File: src/rtl/carry_lookahead_adder.sv
// +----------------------------------------------------------------------------+
// | carry_lookahead_adder : registered two/three-level 4-ary carry-lookahead    |
// | adder with word propagate/generate and signed overflow. Rev 1.0            |
// +----------------------------------------------------------------------------+
`default_nettype none

module carry_lookahead_adder #(
  parameter int WIDTH = 4
) (
  input  logic             clk,
  input  logic             rst_n,
  input  logic             in_valid,
  input  logic [WIDTH-1:0] a,
  input  logic [WIDTH-1:0] b,
  input  logic             cin,
  output logic [WIDTH-1:0] sum,
  output logic             Cout,
  output logic             ovf,
  output logic             grp_p,
  output logic             grp_g,
  output logic             out_valid
);

  localparam int NG1 = WIDTH / 4;
  localparam int NG2 = (NG1 + 3) / 4;

  // Carry into position n (0..4) of a 4-wide block; each product term is built
  // independently so the result is a flat sum-of-products, never a chain.
  function automatic logic la_carry(input logic [3:0] p, input logic [3:0] g,
                                    input logic c0, input int n);
    logic c;
    logic term;
    c = 1'b0;
    for (int j = 0; j < 4; j++) begin
      if (j < n) begin
        term = g[j];
        for (int m = j + 1; m < 4; m++) begin
          if (m < n) term = term & p[m];
        end
        c = c | term;
      end
    end
    term = c0;
    for (int m = 0; m < 4; m++) begin
      if (m < n) term = term & p[m];
    end
    return c | term;
  endfunction

  logic [WIDTH-1:0] p_bit;
  logic [WIDTH-1:0] g_bit;
  logic [WIDTH-1:0] c_bit;
  logic [4*NG2-1:0] p_grp;
  logic [4*NG2-1:0] g_grp;
  logic [3:0]       p_sup;
  logic [3:0]       g_sup;
  logic [NG2-1:0]   c_sup;
  logic [NG1-1:0]   c_grp;
  logic [WIDTH-1:0] sum_d;
  logic             cout_d;
  logic             ovf_d;
  logic             prop_d;
  logic             gen_d;

  always_comb begin
    p_bit = a ^ b;
    g_bit = a & b;
    // Unused upper slots are padded with P=1/G=0 so they pass carries through
    // and leave the word-level propagate/generate unchanged.
    p_grp = '1;
    g_grp = '0;
    for (int k = 0; k < NG1; k++) begin
      p_grp[k] = &p_bit[4*k +: 4];
      g_grp[k] = la_carry(p_bit[4*k +: 4], g_bit[4*k +: 4], 1'b0, 4);
    end
    p_sup = '1;
    g_sup = '0;
    for (int j = 0; j < NG2; j++) begin
      p_sup[j] = &p_grp[4*j +: 4];
      g_sup[j] = la_carry(p_grp[4*j +: 4], g_grp[4*j +: 4], 1'b0, 4);
    end
    c_sup = '0;
    for (int j = 0; j < NG2; j++) begin
      c_sup[j] = la_carry(p_sup, g_sup, cin, j);
    end
    c_grp = '0;
    for (int k = 0; k < NG1; k++) begin
      c_grp[k] = la_carry(p_grp[4*(k/4) +: 4], g_grp[4*(k/4) +: 4], c_sup[k/4], k % 4);
    end
    c_bit = '0;
    for (int i = 0; i < WIDTH; i++) begin
      c_bit[i] = la_carry(p_bit[4*(i/4) +: 4], g_bit[4*(i/4) +: 4], c_grp[i/4], i % 4);
    end
    sum_d  = p_bit ^ c_bit;
    cout_d = la_carry(p_sup, g_sup, cin, 4);
    gen_d  = la_carry(p_sup, g_sup, 1'b0, 4);
    prop_d = &p_sup;
    ovf_d  = cout_d ^ c_bit[WIDTH-1];
  end

  always_ff @(posedge clk or negedge rst_n) begin
    if (!rst_n) begin
      sum       <= '0;
      Cout      <= 1'b0;
      ovf       <= 1'b0;
      grp_p     <= 1'b0;
      grp_g     <= 1'b0;
      out_valid <= 1'b0;
    end else begin
      out_valid <= in_valid;
      if (in_valid) begin
        sum   <= sum_d;
        Cout  <= cout_d;
        ovf   <= ovf_d;
        grp_p <= prop_d;
        grp_g <= gen_d;
      end
    end
  end

endmodule

`default_nettype wire

File: config.mk
export PLATFORM = sky130hd
export DESIGN_NAME = carry_lookahead_adder
export DESIGN_NICKNAME = d
export VERILOG_FILES = /design/src/rtl/carry_lookahead_adder.sv
export SDC_FILE = /design/constraint.sdc
export NUM_CORES = 1
export LEC_CHECK = 0
export CORE_MARGIN = 1.5
export CORE_UTILIZATION = 35
export CTS_BUF_LIST = sky130_fd_sc_hd__clkbuf_2
export DETAILED_ROUTE_END_ITERATION = 8
export GPL_ROUTABILITY_DRIVEN = 0
export PLACE_DENSITY = 0.64
export SETUP_SLACK_MARGIN = 0.4
export SLEW_MARGIN = 20
export SYNTH_ARGS = -nofsm -noshare
export SYNTH_HDL_FRONTEND = slang
export SYNTH_SLANG_ARGS = --single-unit
File: constraint.sdc
create_clock -name clk -period 1.2 [get_ports clk]
set_clock_uncertainty 0.2 [all_clocks]
set_input_delay 0.24 -clock clk [delete_from_list [all_inputs] [get_ports clk]]
set_output_delay 0.24 -clock clk [all_outputs]
set_load 0.02 [all_outputs]
==> metrics, run 1 <==
crit path launch type input port; sequential area share after synthesis 45.2%; worst reg2reg path depth 3; Critical Path Slowest Stage Cell ha_4; number of global-route vias before repair 480; run status complete, but fails checks; Site Rows 13; final hold slack 78.4 ps; RSZ-0062 raised after global routing true; width of the die 40.7 um; DRC Markers 0; Placed Area 891 um2; PnR Total Power 1.11 mW; Setup-failing EPs final 15; Layout Nets 105; WS Path Type input port to flop; drt total wl 1.27 mm; core area 1320 um2; number of I/O port buffers 20; failing checks negative setup slack; Slew HR 90.5%; Final ANT Viol Nets 0; Mapped Area 498 um2; share of the cycle needed by the critical path after routing 120%; Gate Count Post-Synth 44; initial core utilization 37.8%; chip height 40.7 um; Max Freq 692 MHz; Worst Setup End Kind flop; register-to-register setup slack 10 ps; Num CTS Buffers 3; hold buffer count at cts 0; Max clock buf depth 2; Total Die Area 1660 um2; critical-path cell list buf_8 -> ha_4 -> ha_4 -> o211ai_1 -> nand2_1 -> buf_4 -> a21o_1 -> a31oi_1; Pre-antenna DRT Iters 1; worst slew pin tran 141 ps; Post-Route Setup TNS -1290 ps; cell mode on critical path ha_4; Avg Inst Size Synth 11.3 um2; Synth area leader dfrtp_1; initial antenna violation count 0; Final Slew Violations 0; via count 489; Initial DRC Count 0; Req. time, crit path 1150 ps; Crit Reg-Reg Endpoint grp_p; Fin. Hold Viols 0; design area 1040 um2; maximum number of pins on one net before global-route repair 10; CTS tree yes; Max VDD drop 608 uV; total congestion overflow 0; ANT cells 0; Clock Sinks 9; Netlist cell types 17; H-tree Lvls 1; crit path time final 1450 ps; Yosys reg bits 9; IO Pins 21; Synth area leaders dfrtp_1 45%, ha_1 13%, mux2_2 9.0%; share of the synthesized area in the top cell type 45.2%; CP max stage delay 240 ps; Worst Path Max Fanout 2; Static Leakage 0.478 nW; max-capacitance violation count 0; first-pass GRT wire length 2.00 mm; Worst Hold Class input port to asynchronous set/reset pin; DP HPWL 951 um; CTS clk-pin slew, worst paths 90 ps; worst setup margin -246 ps; Layout area overhead 110%; vias per inst 4.84; Tot GR Track Use 19.0%; Post-Syn Nets 62; share of cells above drive strength 1 77.9%; drt wl/cell 12.6 um; worst path arrival time 1400 ps; clock root cell clkbuf_2; Cell Pwr Density 1060 nW/um2; yosys warns 0; Reg-to-Reg Start grp_p; Clock Latency Late Sink 230 ps
==> kinds of logic after synthesis <==
group	share of synthesized area, %
AO/OA/AOI/OAI	13.6
XOR/XNOR	5.28
adder cells (fa/ha/maj)	16.6
buffers and inverters	1.00
flip-flops	45.2
multiplexers	9.04
AND/OR/NAND/NOR	9.30
==> worst max path at each step <==
stage	startpoint	to	slack, ps	cells after the start
after floorplan	a[0]	sum[3]	-380	6
after global placement	b[0]	sum[3]	-930	7
after detailed placement	b[0]	ovf	-960	8
after CTS	b[0]	sum[3]	-280	7
after global routing	b[0]	ovf	-300	8
final	b[0]	ovf	-250	8
==> critical path, delay by kind of cell <==
family / cells / cell delay, ps
AO/OA/AOI/OAI: 3 / 420
adder cells (fa/ha/maj): 2 / 390
buffers and inverters: 2 / 240
AND/OR/NAND/NOR: 1 / 100
==> cell usage after synthesis <==
| library cell | count |
|---|---|
| mux2_2 | 4 |
| nor2_1 | 5 |
| nand2_1 | 2 |
| fa_1 | 1 |
| dfrtp_1 | 9 |
| xor2_1 | 1 |
| o211ai_1 | 1 |
| buf_2 | 1 |
| xnor2_1 | 2 |
| a21oi_1 | 5 |
| o21a_1 | 2 |
| nand2_2 | 1 |
| a21o_1 | 1 |
| nand3_1 | 1 |
| a31oi_1 | 2 |
| ha_1 | 5 |
| and4_1 | 1 |
==> metal layers <==
metal | vias to the layer above | part of all wire (%) | global-route usage [%]
li1 | 242 | - | -
met1 | 228 | 43 | 20.8
met2 | 17 | 52 | 34.5
met3 | 2 | 4.3 | 3.26
met4 | 0 | 1.0 | 10.0
met5 | - | 0 | 0
==> stage by stage <==
| stage | utilization, % | worst slack (ps) | std cells |
|---|---|---|---|
| floorplan | - | -378 | 44 |
| global placement | 67.6 | -928 | 91 |
| detailed placement | 67.6 | -958 | 91 |
| CTS | 76.6 | -278 | 99 |
| global route | 79.3 | -304 | 101 |
| finish | 79.3 | -246 | 101 |
==> power breakdown <==
part           internal [mW]  switching (mW)
Sequential             0.359          0.0382
Combinational          0.311           0.207
Clock                 0.0886           0.103
==> sequential cells by signal (all words and copies together), names as in the netlist <==
signal / count
out_valid: 1
sum: 4
grp_p: 1
grp_g: 1
Cout: 1
ovf: 1
==> cell usage in the layout (no fill, tap or decap), types with 2 or more instances in the layout <==
cell type   n
buf_6      24
buf_4      10
dfrtp_2     7
ha_4        5
nor2_1      4
mux2_4      4
a21oi_2     4
clkbuf_2    4
o21a_1      2
a31oi_1     2
buf_2       2
dfrtp_1     2
==> timing repair <==
action                     CTS  global route
pin swaps                   19            11
resized for setup          115             6
hold endpoints to repair     0             0
setup endpoints to repair   18            17
buffers inserted             4             2
==> area by class of cell <==
class | instances | area, um2
Fill cell | 77 | 273
Timing Repair Buffer | 39 | 389
Tap cell | 15 | 18.8
Clock buffer | 4 | 20.0
Multi-Input combinational cell | 34 | 383
Sequential cell | 9 | 234
(Power assumes the default switching activity.)
==> run 2, diff against run 1 <==
- DONT_BUFFER_PORTS: not set -> 1
- PLACE_DENSITY: 0.64 -> 0.45
==> run 2 against run 1 <==
The flow finishes with violations (negative hold slack, negative setup slack). Core utilization fell by 23 points. Combinational power decreased by 47%. Hold slack worse by 310 ps. Count of clock-buffer cells in the layout unchanged. Sequential share of layout area rose by 9.1 points. Worst setup slack improved by 100 ps. Wire length shrank 17%. Clock power up 5%. Via count fell by 22%. Non-clock buffer count fell by 27. Final area shrank 29%. Cell count is 27% lower. Critical path type unchanged. Largest power group is now registers.
==> metrics, run 2 (synthesized netlist as in run 1, its figures left out) <==
Total Die Area 1660 um2 (unchanged); DRC Markers 0 (unchanged); total congestion overflow 0 (unchanged); GRT met2 Usage 23.4% (-11 points); design area 743 um2 (-29%); failing checks negative hold slack, negative setup slack; worst path arrival time 1280 ps (-120 ps); Clock Sinks 9 (unchanged); chip height 40.7 um (unchanged); Max clock buf depth 2 (unchanged); initial core utilization 37.8% (unchanged); Tot GR Track Use 14.2% (-4.8 points); share of cells above drive strength 1 66.1% (-12 points); drt wl/cell 14.2 um (+13%); ANT cells 0 (unchanged); WS Path Type input port to flop; max-capacitance violation count 0 (unchanged); RSZ-0062 raised after global routing true; IO Pins 21 (unchanged); core area 1320 um2 (unchanged); max reg flops 4 (unchanged); GR Layer Usage met3 8.15% (+4.9 points); commonest cells after routing, fill and taps aside 10 x buf_4, 7 x dfrtp_2, 5 x ha_4; Worst Path Max Fanout 2 (unchanged); Worst Hold Class input port to asynchronous set/reset pin; vias per inst 5.18 (+6.9%); Max VDD drop 690 uV (+14%); Cell Pwr Density 1240 nW/um2 (+17%); Slew HR 72.0% (-18 points); GR Util met1 15.1% (-5.7 points); crit path from a[0]; Static Leakage 0.319 nW (-33%); Setup-failing EPs final 4 (-11); Critical Path End sum[3]; Clock Latency Late Sink 250 ps (+20 ps); CTS tree yes; number of global-route vias before repair 367 (-24%); DP HPWL 829 um (-13%); via count 383 (-22%); CTS clk-pin slew, worst paths 100 ps (about the same); GR peak layer met2; first-pass GRT wire length 1.48 mm (-26%); Req. time, crit path 1140 ps (about the same); width of the die 40.7 um (unchanged); register-to-register setup slack 100 ps (+90 ps); clock root cell clkbuf_2; Worst Setup End Kind flop; Post-Route Setup TNS -376 ps (+910 ps); hold buffer count at cts 1 (+1); Pre-antenna DRT Iters 2 (+1); Reg-to-Reg Start sum[3]; worst slew pin tran 419 ps (+278 ps); share of the cycle needed by the critical path after routing 112% (-8.4 points); Layout fillers 118 (+53%); register bank with the most flops sum; commonest non-fill, non-tap cell in the layout buf_4; maximum number of pins on one net before global-route repair 14 (+4); Placed Area 668 um2 (-25%); worst reg2reg path depth 2 (-1); PnR Total Power 0.921 mW (-17%); Crit Reg-Reg Endpoint sum[3]; Layout area overhead 49.2%; Layout Nets 78 (-26%); crit path launch type input port; Initial DRC Count 3 (+3); final hold slack -227 ps (-306 ps); Fin. Hold Viols 18 (+18); H-tree Lvls 1 (unchanged); Max Freq 743 MHz (+7.5%); Final Slew Violations 0 (unchanged); run status complete, but fails checks; initial antenna violation count 0 (unchanged); drt total wl 1.05 mm (-17%); Final ANT Viol Nets 0 (unchanged); crit path time final 1350 ps (-100 ps); number of I/O port buffers 0 (-100%); Num CTS Buffers 3 (unchanged); worst setup margin -146 ps (+100 ps); Site Rows 13 (unchanged)
## run 2: cell count changes in the layout (fill, tap and decap cells not counted), sizes merged
| cell | previous run | this run |
|---|---|---|
| dlymetal6s4s | 0 | 1 |
| dlygate4sd2 | 1 | 0 |
| buf | 37 | 11 |
| clkdlybuf4s50 | 1 | 0 |
## run 2: worst min path at each step
stage / start / cells after the start / end
floorplan: rst_n / 0 / Cout
global placement: rst_n / 0 / grp_g
detailed placement: rst_n / 0 / ovf
CTS: in_valid / 0 / out_valid
global route: rst_n / 1 / ovf
finish: rst_n / 1 / ovf
## run 2: layout make-up
cell class              instances  area, um2  share of cell area (%)
clock buffers                   4       20.0                    2.69
repair buffers                 12       98.8                    13.3
flip-flops and latches          9        234                    31.5
well taps                      15       18.8                    2.53
multi-input cells              34        372                    50.0
## run 2: through the flow
stage | hold slack (ps) | std cells | utilization (%) | setup slack, ps
detailed placement | -255 | 68 | 50.7 | -411
finish | -227 | 74 | 56.4 | -146
global placement | -255 | 68 | 50.7 | -389
CTS | -190 | 73 | 54.3 | -145
floorplan | -256 | 44 | - | -378
global route | -221 | 74 | 56.4 | -196
## run 2: report_power, final
group / total [mW] / internal [mW] / switching, mW / leakage, nW
clock network: 0.201 / 0.0885 / 0.112 / 0.0166
registers: 0.444 / 0.359 / 0.0845 / 0.0986
logic: 0.276 / 0.173 / 0.103 / 0.203
## run 2: what timing repair did
item | 4_1_cts | 5_1_grt
gates resized for setup | 5 | 5
pin swaps | 4 | 5
endpoints found under the hold margin | 18 | 18
setup endpoints to repair | 17 | 26
buffers inserted | 0 | 1
## run 2: routing by layer
metal	vias up	share of wire, %
met3	0	8.4
met5	-	0
met2	13	49
met1	185	42
li1	185	-
met4	0	0
## run 2: worst max-delay path, stage by stage
cell	delay, ps
ha_4	230
ha_4	160
o211ai_1	150
nand2_1	100
xor2_1	150
mux2_4	250
==> run 3, diff against run 2 <==
- CORE_AREA: not set -> 2 2 39 41
- CORE_MARGIN: 1.5 -> not set
- CORE_UTILIZATION: 35 -> not set
- DIE_AREA: not set -> 0 0 41 43
- PLACE_DENSITY: 0.45 -> 0.48
==> run 3 against run 2 <==
The flow still finishes with violations (negative hold slack, negative setup slack). Via count down 2.9%. Worst setup slack worse by 15 ps. Sequential share of layout area shrank 0.51 points. Die area rose by 6.3%. Wire length shrank 1.9%. Critical path depth unchanged. First-iteration DRC count down 100%. Maximum frequency fell by 1.1%. Largest power group unchanged.
==> metrics, run 3 (synthesized netlist as in run 1, its figures left out) <==
Reg-to-Reg Start sum[3]; Post-Route Setup TNS -420 ps (-43.7 ps); Layout area overhead 52.5%; Max clock buf depth 2 (unchanged); run status complete, but fails checks; WS Path Type input port to flop; total congestion overflow 0 (unchanged); vias per inst 4.96 (-4.2%); Max VDD drop 397 uV (-43%); CP max stage delay 250 ps (about the same); crit path launch type input port; share of cells above drive strength 1 71.2% (+5.1 points); cell mode on critical path ha_4; max reg flops 4 (unchanged); Total Die Area 1760 um2 (+6.3%); Max Freq 735 MHz (-1.1%); share of the cycle needed by the critical path after routing 113% (+1.3 points); Setup-failing EPs final 4 (unchanged); Layout Nets 78 (unchanged); commonest cells after routing, fill and taps aside 8 x dfrtp_2, 8 x buf_4, 5 x ha_4; Clock Sinks 9 (unchanged); register-to-register setup slack 100 ps (about the same); IO Pins 21 (unchanged); Static Leakage 0.321 nW (+0.72%); Num CTS Buffers 3 (unchanged); post-route non-filler standard cell count 75 (+1.4%); Pre-antenna DRT Iters 1 (-1); clock root cell clkbuf_2; Placed Area 669 um2 (+0.19%); DP HPWL 821 um (-1.0%); Crit Reg-Reg Endpoint sum[3]; Slew HR 74.0% (+1.9 points); crit path time final 1360 ps (+15.5 ps); worst reg2reg path depth 2 (unchanged); worst slew pin tran 391 ps (-28.7 ps); maximum number of pins on one net before global-route repair 14 (unchanged); design area 759 um2 (+2.2%); Critical Path Slowest Stage Cell mux2_4; worst setup margin -161 ps (-15.5 ps); number of I/O port buffers 0 (unchanged); DRC Markers 0 (unchanged); Cell Pwr Density 1200 nW/um2 (-3.0%); register bank with the most flops sum; Clock Latency Late Sink 230 ps (-20 ps); width of the die 41 um (+0.69%); via count 372 (-2.9%); drt wl/cell 13.8 um (-3.2%); family with the most delay on the worst path adder cells; Worst Path Max Fanout 2 (unchanged); Initial DRC Count 0 (-3); post-placement cell count 69 (+1.5%); number of global-route vias before repair 444 (+21%); Fin. Hold Viols 18 (unchanged); Final ANT Viol Nets 0 (unchanged); max-capacitance violation count 0 (unchanged); Final Slew Violations 0 (unchanged); drt total wl 1.03 mm (-1.9%); CTS tree yes; final hold slack -221 ps (+6.34 ps); initial antenna violation count 0 (unchanged); core area 1380 um2 (+5.0%); H-tree Lvls 1 (unchanged); Site Rows 14 (+1); first-pass GRT wire length 1.73 mm (+17%); RSZ-0062 raised after global routing true; Req. time, crit path 1120 ps (-20 ps); critical-path cell list ha_4 -> ha_4 -> o211ai_1 -> nand2_1 -> xor2_1 -> mux2_4; Worst Hold Class input port to asynchronous set/reset pin; Place WS -428 ps (-16.8 ps); ANT cells 0 (unchanged); Worst Setup End Kind flop; CTS clk-pin slew, worst paths 80 ps (-20 ps); failing checks negative hold slack, negative setup slack; worst path arrival time 1280 ps (about the same); hold buffer count at cts 1 (unchanged); CP bufs+invs 0 (unchanged); Tot GR Track Use 14.6% (+0.41 points); chip height 43 um (+5.6%); initial core utilization 36.0% (-1.8 points)
==> run 3: cell counts in the layout (fill, tap and decap cells not counted) <==
Identical to the previous run, type by type.
==> run 3: where the power goes <==
| group | switching (mW) | internal, mW | total (mW) | leakage [nW] |
|---|---|---|---|---|
| Sequential | 0.0846 | 0.360 | 0.444 | 0.0976 |
| Combinational | 0.105 | 0.180 | 0.285 | 0.207 |
| Clock | 0.0949 | 0.0886 | 0.184 | 0.0166 |
| Total | 0.284 | 0.629 | 0.913 | 0.321 |
==> run 3: how the worst max path moves through the flow <==
stage | start | endpoint | slack [ps] | depth (start not counted)
2_1_floorplan | a[0] | sum[3] | -380 | 6
3_3_place_gp | a[0] | sum[3] | -400 | 6
3_5_place_dp | a[0] | ovf | -430 | 7
4_1_cts | a[0] | ovf | -130 | 7
5_1_grt | a[0] | ovf | -230 | 7
6_report | a[0] | sum[3] | -160 | 6
==> run 3: timing repair <==
action / 4_1_cts / 5_1_grt
buffers inserted: 1 / 0
endpoints found under the hold margin: 18 / 18
resized for setup: 10 / 5
pin swaps: 3 / 1
setup endpoints to repair: 17 / 26
==> run 3: area by class of cell <==
cell class	instances	area, um2
Fill cell	134	624
Multi-Input combinational cell	34	378
Sequential cell	9	235
Timing Repair Buffer	12	106
Clock buffer	4	20.0
Tap cell	16	20.0
==> run 3: per-layer routing <==
metal  global-route usage [%]  routed length (um)
met1                     16.4                 392
met2                     23.8                 579
met3                    0.524                  61
met4                     12.0                   0
met5                        0                   0
==> run 3: per-stage QoR <==
stage | util [%] | total power [mW]
final | 54.9 | 0.913
after detailed placement | 48.4 | 0.669
after global placement | 48.4 | 0.659
after CTS | 53.7 | 0.917
after floorplan | - | 0.591
after global routing | 54.9 | 0.980
